<file path="src/rtl/mod_alu_pkg.sv">
// Shared ALU definitions: sequential-multiplier FSM states and Booth step opcodes.
package mod_alu_pkg;

    typedef enum logic [1:0] {
        ST_IDLE = 2'd0,
        ST_BUSY = 2'd1,
        ST_DONE = 2'd2
    } st_t;

    // Booth opcode is the bit pair {B[i], q-1}; 2'b11 is also a no-op
    localparam logic [1:0] BOOTH_NOP = 2'b00;
    localparam logic [1:0] BOOTH_ADD = 2'b01;
    localparam logic [1:0] BOOTH_SUB = 2'b10;

endpackage

</file>
<file path="src/rtl/mod_multiplicador_seq_if.sv">
// Handshake bus of the sequential multiplier: operand side (in_*) and result side (out_*).
interface mod_multiplicador_seq_if #(
    parameter int W     = 6,
    parameter int OUT_W = 2 * W
) ();

    logic                    in_valid;
    logic                    in_ready;
    logic signed [W-1:0]     A;
    logic signed [W-1:0]     B;
    logic                    out_valid;
    logic                    out_ready;
    logic signed [OUT_W-1:0] Y;
    logic                    ovf;

    modport master (
        output in_valid, A, B, out_ready,
        input  in_ready, out_valid, Y, ovf
    );

    modport slave (
        input  in_valid, A, B, out_ready,
        output in_ready, out_valid, Y, ovf
    );

endinterface

</file>
<file path="src/rtl/mod_booth_paso.sv">
// Combinational radix-2 Booth step: acc +/- (A << i) selected by {B[i], q-1}.
module mod_booth_paso
    import mod_alu_pkg::*;
#(
    parameter int AW = 12
) (
    input  logic signed [AW-1:0] acc,
    input  logic signed [AW-1:0] a_sh,
    input  logic        [1:0]    par,
    output logic signed [AW-1:0] acc_nxt
);

    always_comb begin
        acc_nxt = acc;
        case (par)
            BOOTH_ADD: acc_nxt = acc + a_sh;
            BOOTH_SUB: acc_nxt = acc - a_sh;
            default:   acc_nxt = acc;
        endcase
    end

endmodule

</file>
<file path="src/rtl/mod_multiplicador_seq.sv">
// Signed sequential radix-2 Booth multiplier, one recoded bit per clock, valid/ready on both sides.
// Optional macro MULT_SAT_EN: clamp Y to the OUT_W signed range and flag ovf; otherwise Y wraps, ovf=0.
module mod_multiplicador_seq
    import mod_alu_pkg::*;
#(
    parameter int W     = 6,
    parameter int OUT_W = 2 * W
) (
    input logic                   clk,
    input logic                   rst,
    mod_multiplicador_seq_if.slave bus
);

    localparam int AW = 2 * W;
    localparam int CW = $clog2(W);

    st_t                     state, state_nxt;
    logic signed [AW-1:0]    acc, acc_nxt, a_sh;
    logic        [W-1:0]     b_sh;
    logic                    q;
    logic        [CW-1:0]    cnt;
    logic                    last;
    logic signed [OUT_W-1:0] y_r, y_nxt;

    assign last = (cnt == CW'(W - 1));

    // A is kept pre-shifted and B shifted right, so the step always sees A<<i and {B[i],q-1}
    mod_booth_paso #(.AW(AW)) u_paso (
        .acc     (acc),
        .a_sh    (a_sh),
        .par     ({b_sh[0], q}),
        .acc_nxt (acc_nxt)
    );

    always_ff @(posedge clk) begin
        if (rst) state <= ST_IDLE;
        else     state <= state_nxt;
    end

    always_comb begin
        state_nxt = state;
        case (state)
            ST_IDLE: if (bus.in_valid)  state_nxt = ST_BUSY;
            ST_BUSY: if (last)          state_nxt = ST_DONE;
            ST_DONE: if (bus.out_ready) state_nxt = ST_IDLE;
            default:                    state_nxt = ST_IDLE;
        endcase
    end

    always_comb begin
        bus.in_ready  = (state == ST_IDLE);
        bus.out_valid = (state == ST_DONE);
    end

    always_ff @(posedge clk) begin
        if (rst) begin
            acc  <= '0;
            a_sh <= '0;
            b_sh <= '0;
            q    <= 1'b0;
            cnt  <= '0;
        end else begin
            case (state)
                ST_IDLE: if (bus.in_valid) begin
                    acc  <= '0;
                    a_sh <= {{W{bus.A[W-1]}}, bus.A};
                    b_sh <= bus.B;
                    q    <= 1'b0;
                    cnt  <= '0;
                end
                ST_BUSY: begin
                    acc  <= acc_nxt;
                    a_sh <= a_sh <<< 1;
                    b_sh <= b_sh >> 1;
                    q    <= b_sh[0];
                    cnt  <= cnt + 1'b1;
                end
                default: ;
            endcase
        end
    end

`ifdef MULT_SAT_EN
    logic fits, ovf_nxt, ovf_r;

    // product fits when every bit above the OUT_W sign bit copies that sign bit
    always_comb begin
        fits    = (acc_nxt[AW-1:OUT_W-1] == {(AW-OUT_W+1){acc_nxt[OUT_W-1]}});
        y_nxt   = acc_nxt[OUT_W-1:0];
        ovf_nxt = 1'b0;
        if (!fits) begin
            ovf_nxt = 1'b1;
            y_nxt   = acc_nxt[AW-1] ? {1'b1, {(OUT_W-1){1'b0}}}
                                    : {1'b0, {(OUT_W-1){1'b1}}};
        end
    end

    always_ff @(posedge clk) begin
        if (rst)                          ovf_r <= 1'b0;
        else if (state == ST_BUSY && last) ovf_r <= ovf_nxt;
    end

    assign bus.ovf = ovf_r;
`else
    assign y_nxt   = OUT_W'(acc_nxt);
    assign bus.ovf = 1'b0;
`endif

    always_ff @(posedge clk) begin
        if (rst)                          y_r <= '0;
        else if (state == ST_BUSY && last) y_r <= y_nxt;
    end

    assign bus.Y = y_r;

endmodule
</file>
<file path="src/flat_wrapper.sv">
// flat-port wrapper written by rule: the top's interface ports become plain ports
module mod_multiplicador_seq_flat import mod_alu_pkg::*;
#(
    parameter int W     = 6,
    parameter int OUT_W = 2 * W
)
  (clk, rst, bus_in_valid, bus_A, bus_B, bus_out_ready, bus_in_ready, bus_out_valid, bus_Y, bus_ovf);
  mod_multiplicador_seq_if #(.W(W), .OUT_W(OUT_W)) bus_i ();
  input logic clk;
  input logic rst;
  input wire logic [$bits(bus_i.in_valid)-1:0] bus_in_valid;
  input wire logic [$bits(bus_i.A)-1:0] bus_A;
  input wire logic [$bits(bus_i.B)-1:0] bus_B;
  input wire logic [$bits(bus_i.out_ready)-1:0] bus_out_ready;
  output wire logic [$bits(bus_i.in_ready)-1:0] bus_in_ready;
  output wire logic [$bits(bus_i.out_valid)-1:0] bus_out_valid;
  output wire logic [$bits(bus_i.Y)-1:0] bus_Y;
  output wire logic [$bits(bus_i.ovf)-1:0] bus_ovf;
  assign bus_i.in_valid = bus_in_valid;
  assign bus_i.A = bus_A;
  assign bus_i.B = bus_B;
  assign bus_i.out_ready = bus_out_ready;
  assign bus_in_ready = bus_i.in_ready;
  assign bus_out_valid = bus_i.out_valid;
  assign bus_Y = bus_i.Y;
  assign bus_ovf = bus_i.ovf;
  mod_multiplicador_seq #(.W(W), .OUT_W(OUT_W)) u_core (.clk(clk), .rst(rst), .bus(bus_i));
endmodule
</file>
<file path="config.mk">
export PLATFORM = sky130hd
export DESIGN_NAME = mod_multiplicador_seq_flat
export DESIGN_NICKNAME = d
export VERILOG_FILES = /design/src/rtl/mod_alu_pkg.sv /design/src/rtl/mod_multiplicador_seq_if.sv /design/src/rtl/mod_booth_paso.sv /design/src/rtl/mod_multiplicador_seq.sv /design/src/flat_wrapper.sv
export SDC_FILE = /design/constraint.sdc
export NUM_CORES = 1
export LEC_CHECK = 0
export ABC_AREA = 1
export CORE_ASPECT_RATIO = 0.5
export CORE_UTILIZATION = 45
export DETAILED_ROUTE_END_ITERATION = 16
export GPL_ROUTABILITY_DRIVEN = 0
export GPL_TIMING_DRIVEN = 0
export PLACE_DENSITY = 0.63
export REMOVE_ABC_BUFFERS = 1
export SETUP_SLACK_MARGIN = 0.1
export SLEW_MARGIN = 10
export SYNTH_ARGS = -nofsm -noshare
export SYNTH_HDL_FRONTEND = slang
export SYNTH_SLANG_ARGS = --single-unit
</file>
<file path="constraint.sdc">
create_clock -name clk -period 3 [get_ports clk]
set_input_delay 0.3 -clock clk [delete_from_list [all_inputs] [get_ports clk]]
set_output_delay 0.3 -clock clk [all_outputs]
set_load 0.02 [all_outputs]
</file>
==> results.json, run 1 <==
{
  "worstPathArrival_ns": 2.91,
  "r2r_cells": 22,
  "cts_tree": "built",
  "timing.hold.ws_ns": 0.464,
  "cpPeakStageDelay_ns": 0.33,
  "crit_type": "flip-flop to flip-flop",
  "syn_to_final_growth_pct": 19.5,
  "grt_pass1_vias": 2262,
  "syn_area_per_cell_sq_um": 6.87,
  "start_util_pct": 47.3,
  "post-synth-top-area-fraction_pct": 33.2,
  "crit_fanout": 9,
  "drv_cap": 0,
  "antenna_found_initial": 0,
  "grtUsageMet2_pct": 32.6,
  "timing.fmax_mhz": 372,
  "final.period_utilization_pct": 89.6,
  "wl_per_cell_microns": 12.6,
  "synth_cell_types": 37,
  "overflow": 0,
  "cts_sinks": 48,
  "ys_ff_latch": 48,
  "slowest_stage": "ha_1",
  "crit_chain": "inv_1, ha_4, inv_2, nand2_2, o21ai_0, nor2_1, xnor2_1, inv_1, ha_1, nand2_1, inv_2, nand2_2, inv_1, nand2_1, nand2_1, nor2_1, nand2_1, nand3_2, nand2_1, nand2_2, nand2_2, a21oi_2",
  "status": "finished, final reports clean",
  "drt_pass1_iterations": 4,
  "drive_above_1_share_pct": 13.3,
  "p_per_area_nw_per_um2": 555,
  "layout.nets": 475,
  "design_area_sq_um": 3460,
  "hold_violations": 0,
  "clkTransAtPathRegs_ns": 0.07,
  "path_depth": 22,
  "place_ws_ns": 0.124,
  "use_met1_pct": 28.6,
  "die_h_microns": 58.7,
  "netlist_instances": 422,
  "relSlewSlack_pct": 45.5,
  "rsz0062_at_grt": "false",
  "die-width_microns": 115,
  "fp.dieArea_sq_um": 6780,
  "ys_warn_count": 0,
  "layout.core_utilization_pct": 56.5,
  "drc_errors": 0,
  "setup_viol": 0,
  "slew_violations": 0,
  "clk_path_buf_depth": 2,
  "core_area_sq_um": 6130,
  "grt.busiest_layer": "met2",
  "hold_path.class": "flip-flop to flip-flop",
  "root_buffer": "clkbuf_16",
  "timing.final.crit_period_ns": 2.69,
  "critPathLaunchType": "flip-flop",
  "dpl_cell_area_sq_um": 3210,
  "totalWireLength_microns": 6730,
  "finalWorstSetupSlack_ns": 0.311,
  "grt.total_usage_pct": 21.0,
  "grt_pass1_wl_microns": 10800,
  "rows": 20,
  "syn-cell-area_sq_um": 2900,
  "cts_buffers": 5,
  "io_buffers": 29,
  "worst_pin_slew_ns": 0.815,
  "crit_buf_inv": 5,
  "ir_worst_vdd_mv": 0.228,
  "dp_hpwl_microns": 4670,
  "num_antenna_cells": 0,
  "io_pins": 31,
  "fin_setup_tns_ns": 0,
  "cp_top_family": "simple AND/OR/NAND/NOR gates",
  "drtIter0Drc": 134,
  "routed_via_density": 5.04,
  "crit_path_end_kind": "flip-flop",
  "via_count": 2682,
  "ant_nets": 0,
  "min_path_cells": 2,
  "yosys.area.top_type": "dfxtp_1",
  "grt_max_degree": 35,
  "clock_latency_ns": 0.30,
  "synth_area_leaders": "dfxtp_1, nand2_1, a21oi_1",
  "finalClockSkew_ns": 0.00660,
  "h-tree-depth": 2,
  "cp.required_ns": 3.22,
  "cpMostUsedCell": "nand2_1",
  "use_met3_pct": 6.18,
  "yosysSeqAreaShare_pct": 33.2,
  "leakage_uw": 0.00150
}
==> cell usage after synthesis <==
master / n
or2_2: 4
nor2_2: 2
buf_2: 6
nand3b_1: 1
inv_2: 7
inv_1: 49
nor3_1: 1
o21ai_1: 4
o21bai_4: 1
nor2_1: 30
xnor2_1: 3
nor4_1: 1
a2bb2oi_1: 2
or2_1: 1
a21oi_1: 38
xor2_1: 6
o21bai_1: 2
conb_1: 1
a21oi_4: 1
fa_1: 1
a22oi_1: 1
nand2_2: 8
nand4_1: 2
a31oi_1: 10
nor2_4: 4
a21oi_2: 1
buf_6: 1
ha_1: 15
dfxtp_1: 48
nand3_2: 3
nand3_1: 12
nand2_1: 105
o22ai_1: 11
clkbuf_1: 8
buf_4: 2
o21ai_0: 27
a21o_1: 3
==> layer usage <==
layer	part of all wire (%)	wire length (microns)
met1	51	3430
met2	42	2850
met3	5.7	382
met4	1.1	71
met5	0	0
==> registers in the layout (all words and copies together), names as in the netlist <==
register	cells
u_core.a_sh	12
u_core.acc	12
u_core.bus.Y	12
u_core.b_sh	6
u_core.cnt	3
u_core.state	2
u_core.q	1
==> logic make-up after synthesis <==
kind of cell    after synthesis  share of synthesized area (%)
simple gates                174                           26.5
compound gates              101                           20.1
buf+inv                      73                           10.2
flops                        48                           33.2
fa+ha+maj                    16                           7.17
xor+xnor                      9                           2.72
other cells                   1                          0.129
==> layout by cell type (no fill, tap or decap), types with 2 or more instances in the layout <==
master and n:
nand2_1 104, inv_1 46, dfxtp_1 46, a21oi_1 37
nor2_1 29, clkdlybuf4s50_1 28, o21ai_0 25, o22ai_1 11
nand3_1 11, inv_2 10, a31oi_1 10, ha_1 10
nand2_2 9, xor2_1 6, nor2_4 5, clkbuf_16 5
or2_2 4, nand3_2 4, ha_4 4, o21ai_2 3
xnor2_1 3, o21ai_1 3, a21o_1 3, nor2_2 2
o21bai_1 2, a21oi_2 2, nand4_1 2, a2bb2oi_1 2
clkinvlp_4 2, buf_4 2
==> final timing paths <==
path                                         to            start  slack [ns]
worst min register to register  u_core.bus.Y[0]  u_core.bus.Y[0]        0.46
worst min-delay path            u_core.bus.Y[0]  u_core.bus.Y[0]        0.46
worst max register to register   u_core.acc[11]         u_core.q        0.31
worst max-delay path             u_core.acc[11]         u_core.q        0.31
==> stage by stage <==
stage	total power, uW	std cells
floorplan	1160	405
global placement	1280	522
detailed placement	1290	522
CTS	1880	530
global route	2050	532
finish	1920	532
==> worst register-to-register path, cell delays in order, from the launching register on <==
cell,delay (ns)
dfxtp_1,0.31
inv_1,0.10
ha_4,0.20
inv_2,0.09
nand2_2,0.13
o21ai_0,0.14
nor2_1,0.13
xnor2_1,0.13
inv_1,0.07
ha_1,0.33
nand2_1,0.10
inv_2,0.05
nand2_2,0.06
inv_1,0.05
nand2_1,0.07
nand2_1,0.05
nor2_1,0.11
nand2_1,0.09
nand3_2,0.07
nand2_1,0.07
nand2_2,0.08
nand2_2,0.05
a21oi_2,0.13
==> report_power, final <==
group | leakage, uW | internal, uW | switching, uW | total (uW)
Sequential | 0.000393 | 672 | 36.4 | 708
Combinational | 0.00104 | 243 | 378 | 621
Clock | 0.0000691 | 332 | 260 | 592
==> final cells by class <==
cell class / count / area [sq um]
clock inverter: 2 / 15.0
clock buffer: 6 / 139
multi-input combinational: 301 / 1720
fill: 587 / 2670
timing repair buffer: 31 / 300
sequential: 48 / 966
inverter: 56 / 210
tap: 88 / 110
==> repair_timing <==
| action | CTS | global route |
|---|---|---|
| hold buffers | 0 | 0 |
| gates resized for setup | 1 | 22 |
| setup endpoints to repair | 1 | 8 |
| pin swaps | 0 | 6 |
| setup buffers | 0 | 2 |
Note: power is estimated with default switching activity, not from simulation.
==> run 2, diff against run 1 <==
==> constraint.sdc (replaced) <==
create_clock -name clk -period 3 [get_ports clk]
set_input_delay 0.45 -clock clk [delete_from_list [all_inputs] [get_ports clk]]
set_output_delay 0.45 -clock clk [all_outputs]
set_load 0.02 [all_outputs]
==> results of run 2 <==
The final DEF is identical to that of run 1; final timing and power are the same.
Among the figures that moved: setup slack after placement 0.124 ns -> 0.113 ns
==> run 3, diff against run 2 <==
--- a/config.mk
+++ b/config.mk
@@ -11,7 +11,7 @@
 export DETAILED_ROUTE_END_ITERATION = 16
 export GPL_ROUTABILITY_DRIVEN = 0
 export GPL_TIMING_DRIVEN = 0
-export PLACE_DENSITY = 0.63
+export PLACE_DENSITY = 0.66
 export REMOVE_ABC_BUFFERS = 1
 export SETUP_SLACK_MARGIN = 0.1
 export SLEW_MARGIN = 10
==> run 3 against run 2 <==
- die area unchanged
- critical endpoint unchanged
- critical path type unchanged
- highest routed layer unchanged
- maximum frequency decreased by 0.16%
- flip-flop and latch count unchanged
==> results.json, run 3 (same netlist as run 1, synthesis figures left out) <==
{
  "dp_hpwl_microns": 4630,
  "totalWireLength_microns": 6640,
  "final_common_cell": "nand2_1",
  "place_ws_ns": 0.0527,
  "die-width_microns": 115,
  "relSlewSlack_pct": 43.5,
  "timing.final.crit_period_ns": 2.69,
  "dp_cells": 522,
  "clock_latency_ns": 0.28,
  "clk_path_buf_depth": 2,
  "start_util_pct": 47.3,
  "wl_per_cell_microns": 12.5,
  "seq_area_sq_um": 966,
  "timing.fmax_mhz": 371,
  "via_count": 2703,
  "drv_cap": 0,
  "wl_met1_microns": 3520,
  "drtIter0Drc": 158,
  "status": "finished, final reports clean",
  "grt_max_degree": 35,
  "io_pins": 31,
  "cts_tree": "built",
  "core_area_sq_um": 6130,
  "postCtsHoldBufs": 0,
  "hold_violations": 0,
  "worst_pin_slew_ns": 0.845,
  "cpPeakStageDelay_ns": 0.36,
  "layout.nets": 475,
  "crit_type": "flip-flop to flip-flop",
  "worstPathArrival_ns": 2.91,
  "layout_common_cells": "nand2_1, inv_1, dfxtp_1, a21oi_1, nor2_1",
  "drt_pass1_iterations": 4,
  "slowest_stage": "dfxtp_4",
  "clkTransAtPathRegs_ns": 0.07,
  "ant_nets": 0,
  "crit_buf_inv": 5,
  "drive_above_1_share_pct": 12.6,
  "critPathLaunchType": "flip-flop",
  "finalWorstSetupSlack_ns": 0.307,
  "die_h_microns": 58.7,
  "fp.dieArea_sq_um": 6780,
  "antenna_found_initial": 0,
  "cpMostUsedCell": "nand2_1",
  "grt.total_usage_pct": 20.4,
  "overflow": 0,
  "cp_top_family": "simple AND/OR/NAND/NOR gates",
  "crit_fanout": 4,
  "ir_worst_vdd_mv": 0.270,
  "io_buffers": 29,
  "finalClockSkew_ns": 0.00486,
  "routed-wl-met3_microns": 263,
  "cts_sinks": 48,
  "wl_met2_microns": 2830,
  "root_buffer": "clkbuf_16",
  "fin_cells": 532,
  "routed.top_layer": "met4",
  "finalPower_uw": 2000,
  "hold_path.class": "flip-flop to flip-flop",
  "final.period_utilization_pct": 89.8,
  "h-tree-depth": 2,
  "crit_chain": "inv_2, ha_1, inv_1, nor2_2, nand2_1, o21ai_2, buf_4, xnor2_1, inv_1, ha_4, nand2_4, nor2_4, inv_2, nor2_2, nand2_1, nand3_1, nand3_2, nand3_1, nand2_1, nand2_2, nand2_2, a21oi_2",
  "multiInputGateArea_sq_um": 1720,
  "cts_buffers": 5,
  "routed_via_density": 5.08,
  "crit_path_end_kind": "flip-flop",
  "rows": 20,
  "num_antenna_cells": 0,
  "syn_to_final_growth_pct": 20.1,
  "setup_viol": 0,
  "p_per_area_nw_per_um2": 576,
  "drc_errors": 0,
  "slew_violations": 0,
  "leakage_uw": 0.00153,
  "fin_setup_tns_ns": 0,
  "n_fill_cell": 593,
  "grt_pass1_wl_microns": 10800,
  "grt_pass1_vias": 2274,
  "rsz0062_at_grt": "false",
  "cp.required_ns": 3.21
}
-- run 3: layout make-up --
cell class	count	area share (%)
Multi-Input combinational cell	301	49.3
Sequential cell	48	27.8
Timing Repair Buffer	31	8.63
Inverter	56	6.04
Clock buffer	6	3.99
Tap cell	88	3.16
Clock inverter	2	1.11
-- run 3: stage by stage --
| step | utilization (%) | hold WS [ns] | cell area, sq um |
|---|---|---|---|
| 2_1_floorplan | - | 0.435 | 2810 |
| 3_3_place_gp | 52.4 | 0.448 | 3210 |
| 3_5_place_dp | 52.4 | 0.454 | 3210 |
| 4_1_cts | 55.3 | 0.464 | 3390 |
| 5_1_grt | 56.8 | 0.498 | 3480 |
| 6_report | 56.8 | 0.460 | 3480 |
-- run 3: repair_timing --
item | 4_1_cts | 5_1_grt
setup buffers | 0 | 2
pin swaps | 0 | 10
endpoints found under the hold margin | 0 | 0
setup endpoints to repair | 2 | 8
gates resized for setup | 2 | 20
-- run 3: path summary, 6_finish.rpt --
path	startpoint	endpoint	slack, ns	cells past startpoint
min	u_core.bus.Y[0]	u_core.bus.Y[0]	0.46	2
min reg2reg	u_core.bus.Y[0]	u_core.bus.Y[0]	0.46	2
max reg2reg	u_core.a_sh[0]	u_core.acc[11]	0.31	22
max	u_core.a_sh[0]	u_core.acc[11]	0.31	22
-- run 3: worst min-delay path, delay by kind of cell, from the launching register on --
| kind | cells | cell delay, ns |
|---|---|---|
| flops | 1 | 0.31 |
| simple gates | 1 | 0.06 |
| compound gates | 1 | 0.05 |
-- run 3: metal layers --
layer | GRT usage [%] | vias up
met5 | 0 | -
met4 | 3.34 | 0
met3 | 4.12 | 4
met2 | 31.6 | 72
met1 | 29.8 | 1210
li1 | - | 1417
-- run 3: power breakdown --
part           switching (uW)  leakage [uW]  internal [uW]
logic                     387       0.00105            247
registers                36.1      0.000393            672
clock network             245     0.0000871            418
